==> src/rtl/uart_pkg.sv <==
// rtl/uart_pkg.sv - shared UART types and constants (PARITY state under UART_TX_PARITY_EN)
package uart_pkg;

   typedef enum logic [2:0] {
      UART_TX_IDLE,
      UART_TX_START,
      UART_TX_DATA,
`ifdef UART_TX_PARITY_EN
      UART_TX_PARITY,
`endif
      UART_TX_STOP
   } uart_tx_state_t;

   localparam int HALF_PER_BIT   = 2;
   localparam int UART_DATA_BITS = 8;
   localparam int UART_STOP_BITS = 1;

endpackage

==> src/rtl/uart_edge_rise.sv <==
// rtl/uart_edge_rise.sv - registered rising-edge detector with configurable reset level
module uart_edge_rise #(
   parameter logic RESET_VAL = 1'b1
) (
   input  logic clk,
   input  logic rst_n,
   input  logic sig,
   output logic rise
);

   logic sig_d;

   always_ff @(posedge clk or negedge rst_n) begin
      if (!rst_n) sig_d <= RESET_VAL;
      else        sig_d <= sig;
   end

   // Resetting high masks an input that is already high when reset releases
   assign rise = sig & ~sig_d;

endmodule

==> src/rtl/uart_tx.sv <==
// rtl/uart_tx.sv - UART transmitter, optional even parity via UART_TX_PARITY_EN
module uart_tx
   import uart_pkg::*;
#(
   parameter int DATA_BITS = UART_DATA_BITS,
   parameter int STOP_BITS = UART_STOP_BITS
) (
   input  logic                 clk,
   input  logic                 rst_n,
   input  logic [DATA_BITS-1:0] tx_data,
   input  logic                 tx_valid,
   output logic                 tx_ready,
   input  logic                 baud_rate,
   output logic                 baud_en,
   output logic                 tx,
   output logic                 tx_busy
);

   localparam int IDX_W = $clog2(DATA_BITS);

   uart_tx_state_t       state, state_d;
   logic                 half, half_d;
   logic [IDX_W-1:0]     idx, idx_d;
   logic                 stop_cnt, stop_d;
   logic [DATA_BITS-1:0] shreg, shreg_d;
   logic                 tx_d, en_d;
   logic                 rise, bit_end;
`ifdef UART_TX_PARITY_EN
   logic                 par_q, par_d;
`endif

   uart_edge_rise #(.RESET_VAL(1'b1)) u_rise (
      .clk   (clk),
      .rst_n (rst_n),
      .sig   (baud_rate),
      .rise  (rise)
   );

   assign bit_end = (state != UART_TX_IDLE) && rise && (half == 1'(HALF_PER_BIT - 1));

   always_comb begin
      state_d = state;
      half_d  = half;
      idx_d   = idx;
      stop_d  = stop_cnt;
      shreg_d = shreg;
`ifdef UART_TX_PARITY_EN
      par_d   = par_q;
`endif
      if (state != UART_TX_IDLE && rise) half_d = ~half;
      case (state)
         UART_TX_IDLE: begin
            if (tx_valid) begin
               shreg_d = tx_data;
               half_d  = 1'b0;
               idx_d   = '0;
               stop_d  = 1'b0;
               state_d = UART_TX_START;
`ifdef UART_TX_PARITY_EN
               par_d   = ^tx_data;
`endif
            end
         end
         UART_TX_START: begin
            if (bit_end) begin
               idx_d   = '0;
               state_d = UART_TX_DATA;
            end
         end
         UART_TX_DATA: begin
            if (bit_end) begin
               shreg_d = shreg >> 1;
               if (idx == IDX_W'(DATA_BITS - 1)) begin
                  stop_d  = 1'b0;
`ifdef UART_TX_PARITY_EN
                  state_d = UART_TX_PARITY;
`else
                  state_d = UART_TX_STOP;
`endif
               end else begin
                  idx_d = idx + 1'b1;
               end
            end
         end
`ifdef UART_TX_PARITY_EN
         UART_TX_PARITY: begin
            if (bit_end) state_d = UART_TX_STOP;
         end
`endif
         UART_TX_STOP: begin
            if (bit_end) begin
               if (stop_cnt == 1'(STOP_BITS - 1)) state_d = UART_TX_IDLE;
               else                               stop_d  = stop_cnt + 1'b1;
            end
         end
         default: state_d = UART_TX_IDLE;
      endcase

      // Line level is derived from the next state so tx and baud_en are registered
      tx_d = 1'b1;
      case (state_d)
         UART_TX_START:  tx_d = 1'b0;
         UART_TX_DATA:   tx_d = shreg_d[0];
`ifdef UART_TX_PARITY_EN
         UART_TX_PARITY: tx_d = par_d;
`endif
         default:        tx_d = 1'b1;
      endcase
      en_d = (state_d != UART_TX_IDLE);
   end

   always_ff @(posedge clk or negedge rst_n) begin
      if (!rst_n) begin
         state    <= UART_TX_IDLE;
         half     <= 1'b0;
         idx      <= '0;
         stop_cnt <= 1'b0;
         shreg    <= '0;
         tx       <= 1'b1;
         baud_en  <= 1'b0;
      end else begin
         state    <= state_d;
         half     <= half_d;
         idx      <= idx_d;
         stop_cnt <= stop_d;
         shreg    <= shreg_d;
         tx       <= tx_d;
         baud_en  <= en_d;
      end
   end

`ifdef UART_TX_PARITY_EN
   always_ff @(posedge clk or negedge rst_n) begin
      if (!rst_n) par_q <= 1'b0;
      else        par_q <= par_d;
   end
`endif

   assign tx_ready = (state == UART_TX_IDLE);
   assign tx_busy  = ~tx_ready;

endmodule

==> config.mk <==
export PLATFORM = sky130hd
export DESIGN_NAME = uart_tx
export DESIGN_NICKNAME = d
export VERILOG_FILES = /design/src/rtl/uart_pkg.sv /design/src/rtl/uart_edge_rise.sv /design/src/rtl/uart_tx.sv
export SDC_FILE = /design/constraint.sdc
export NUM_CORES = 1
export LEC_CHECK = 0
export CORE_UTILIZATION = 67
export CTS_BUF_LIST = sky130_fd_sc_hd__clkbuf_4
export CTS_CLUSTER_DIAMETER = 30
export CTS_CLUSTER_SIZE = 16
export DETAILED_ROUTE_END_ITERATION = 7
export DONT_BUFFER_PORTS = 1
export PLACE_DENSITY = 0.81
export SLEW_MARGIN = 5
export SYNTH_ARGS = -nofsm -noshare
export SYNTH_HDL_FRONTEND = slang
export SYNTH_SLANG_ARGS = --single-unit
==> constraint.sdc <==
create_clock -name clk -period 4.8 [get_ports clk]
set_clock_uncertainty 0.15 [all_clocks]
set_input_delay 1.44 -clock clk [delete_from_list [all_inputs] [get_ports clk]]
set_output_delay 1.44 -clock clk [all_outputs]
set_load 0.03 [all_outputs]
==> results.py <==
metrics = {
    "critical_path": {
        "slowest_stage": "nor3_1",
        "crit_path_cell_trace": "nor3_1, inv_1",
        "start_kind": "flop",
        "rr_startpoint": "state[0]",
        "path_max_fanout": 10,
        "slowest_delay_ns": 0.88,
        "regToRegEndpoint": "shreg[4]",
        "path_class": "flop to primary output",
        "cp.required_ns": 3.21,
        "r2r_cells": 8,
        "end_kind": "primary output",
        "cp_top_family": "simple AND/OR/NAND/NOR gates",
        "r2r_slack_ns": 1.90,
        "critPathBufInv": 1,
        "cp_data_arrival_time_ns": 2.04,
    },
    "power": {
        "p_per_area_mw_per_mm2": 319.1,
        "power_w": 0.0002970,
        "peakVddDrop_uv": 188.8,
        "p_leak_nw": 0.4332,
    },
    "clock_network": {
        "cts_root_buffer": "clkbuf_4",
        "post_cts_resized": 0,
        "clkSinkCount": 18,
        "clk_latency_ns": 0.29,
        "cts_setup_buffers": 0,
        "cts_tree": "yes",
        "cts_buffers": 3,
        "h-tree-depth": 1,
        "cts_buffer_depth": 2,
        "hold_buffers": 0,
        "clkSlewWorstSetupHoldPaths_ns": 0.09,
    },
    "drt": {
        "first_pass_iters": 4,
        "initialDrtViolationCount": 10,
        "vias_per_cell": 6.127,
        "route.detailed.wl_per_inst_um": 15.19,
        "vias": 625,
        "antenna_left": 0,
        "wl_mm": 1.549,
        "drc": 0,
    },
    "sta": {
        "fin_crit_ns": 3.633,
        "post-route-worst-setup-slack_ns": 1.167,
        "fmax_mhz": 275.3,
        "setup_viol": 0,
        "grt_setup_unrepaired": "false",
        "finalSetupTns_ns": 0,
        "relSlewSlack_pct": 26.60,
        "worstMarginPinSlew_ns": 1.098,
        "finalHoldViolCount": 0,
        "fin_crit_sh_pct": 75.68,
        "slew_viol_final": 0,
    },
    "layout": {
        "diodes": 0,
        "final_cell_area_um2": 930.9,
        "syn_to_final_growth_pct": 2.198,
        "num-nets-final": 105,
        "nFillCells": 70,
        "layout-drive-gt1-share_pct": 13.64,
    },
    "logic_synthesis": {
        "synth_warnings": 0,
        "netlist_area_um2": 910.9,
        "netlist_instances": 87,
        "ys_ff_latch": 18,
        "syn_nets": 103,
        "ys_seq_area_share_pct": 49.73,
        "synth.distinct_cells": 35,
        "synth_area_per_cell_um2": 10.47,
    },
    "die": {
        "initial_core_util_pct": 76.79,
        "fp.dieW_um": 38.87,
        "core_mm2": 0.001186,
        "ios": 16,
        "dieHeight_um": 38.87,
        "fp-row-count": 12,
        "die_area_mm2": 0.001511,
    },
    "global_route": {
        "antenna_found_initial": 0,
        "globalRouteTotalUtil_pct": 26.05,
        "grt_max_degree": 19,
        "first_global_vias": 589,
        "grt_pass1_wl_mm": 2.518,
        "overflow": 0,
    },
    "placement": {
        "io_buffer_count": 0,
        "dpl_cell_area_um2": 904.6,
        "routabilityCongestion": 0.7716,
        "place_ws_ns": 1.474,
        "hpwlAfterDp_mm": 1.134,
    },
    "worst_hold_path": {
        "min_from": "idx[2]",
        "min_path_type": "flop to flop",
        "holdPathStages": 2,
        "worstHoldEndpoint": "idx[2]",
    },
    "job": {
        "max-cap-violations": 0,
    },
    "status": {
        "status": "finished clean",
    },
}
-- cell type report --
| class | count | area, µm² | share of cell area [%] |
|---|---|---|---|
| Tap cell | 14 | 17.52 | 1.882 |
| Timing Repair Buffer | 1 | 7.507 | 0.8065 |
| Sequential cell | 18 | 452.9 | 48.66 |
| Clock buffer | 3 | 22.52 | 2.419 |
| Multi-Input combinational cell | 53 | 381.6 | 40.99 |
| Inverter | 12 | 45.04 | 4.839 |
| Clock inverter | 1 | 3.754 | 0.4032 |
-- per-stage QoR --
step,utilization [%],instances,hold slack [ns]
6_report,78.48,102,0.3767
5_1_grt,78.48,102,0.4024
4_1_cts,78.48,102,0.3811
3_5_place_dp,76.27,98,0.3572
3_3_place_gp,76.27,98,0.3368
2_1_floorplan,-,87,0.3229
-- worst max-delay path by stage --
stage,startpoint,slack (ns),end,depth (start not counted)
2_1_floorplan,state[0],1.56,tx_busy,3
3_3_place_gp,state[0],1.50,tx_busy,2
3_5_place_dp,state[0],1.47,tx_busy,2
4_1_cts,state[0],1.15,tx_busy,2
5_1_grt,state[0],1.01,tx_busy,2
6_report,state[0],1.17,tx_busy,2
-- placed cells by master (no fill, tap or decap), types with 2 or more instances in the layout --
| cell | netlist | layout |
|---|---|---|
| inv_1 | 12 | 12 |
| dfstp_2 | 2 | 2 |
| nand2_1 | 5 | 5 |
| nor2b_1 | 2 | 2 |
| a22oi_1 | 5 | 5 |
| clkbuf_4 | 0 | 3 |
| nand3_1 | 2 | 2 |
| nor2_1 | 3 | 3 |
| a21o_1 | 2 | 2 |
| o21ai_0 | 9 | 9 |
| ha_1 | 4 | 4 |
| dfrtp_1 | 16 | 16 |
-- state kept, by name, summed over array words and instances, names as in the netlist --
register	cells
tx	1
state	3
baud_en	1
idx	3
u_rise.sig_d	1
half	1
shreg	8
-- power by group --
| part | total [W] | leakage (nW) | switching [W] | internal [W] |
|---|---|---|---|---|
| Sequential | 0.000184 | 0.225 | 0.0000143 | 0.000169 |
| Clock | 0.0000752 | 0.0154 | 0.0000449 | 0.0000302 |
| Combinational | 0.0000381 | 0.193 | 0.0000206 | 0.0000175 |
-- kinds of logic (layout without fill, tap and decap cells) --
kind of cell / Yosys count / after routing / share of synthesized area [%]
other cells: 1 / 1 / 0.4117
fa+ha+maj: 4 / 4 / 5.495
compound gates: 25 / 25 / 19.09
mux: 2 / 2 / 2.335
buf+inv: 16 / 17 / 8.378
simple gates: 21 / 21 / 14.56
flops: 18 / 18 / 49.72
-- cells in the mapped netlist (all sizes together) --
library cell	number	area (µm²)
o21ai	10	50.04
a2bb2oi	1	8.760
dfrtp	16	400.4
inv	12	45.04
a22oi	5	37.54
nand2	5	18.77
conb	1	3.750
mux2i	1	10.01
dfstp	2	52.55
a21boi	1	7.510
a311oi	1	8.760
nor4b	1	15.01
or2	1	8.760
nor2b	2	12.51
a221oi	1	15.01
nand3b	1	7.510
nor4bb	1	10.01
nor3	1	5.000
a22o	1	8.760
a21o	2	15.01
nand3	2	10.01
a21bo	1	10.01
nor3b	2	20.02
nand2b	1	6.260
nor2	3	11.26
a211oi	1	7.510
mux2	1	11.26
ha	4	50.05
a21oi	1	5.000
and2b	1	7.510
buf	4	31.27
-- worst register-to-register path, stage by stage (launching register included) --
cell      delay, ns
dfrtp_1        0.50
nor3_1         0.88
nor3b_1        0.17
ha_1           0.29
nor4bb_1       0.16
buf_4          0.18
or2_4          0.25
nor2_1         0.12
a221oi_2       0.05
-- layer usage --
layer / routed length [µm] / global-route usage [%] / vias to the layer above
met5: 0 / 0 / -
met4: 15 / 12.93 / 0
met3: 62 / 5.780 / 2
met2: 710 / 40.42 / 16
met1: 761 / 34.24 / 309
li1: - / - / 298
Power figures use the tool's default switching activity.
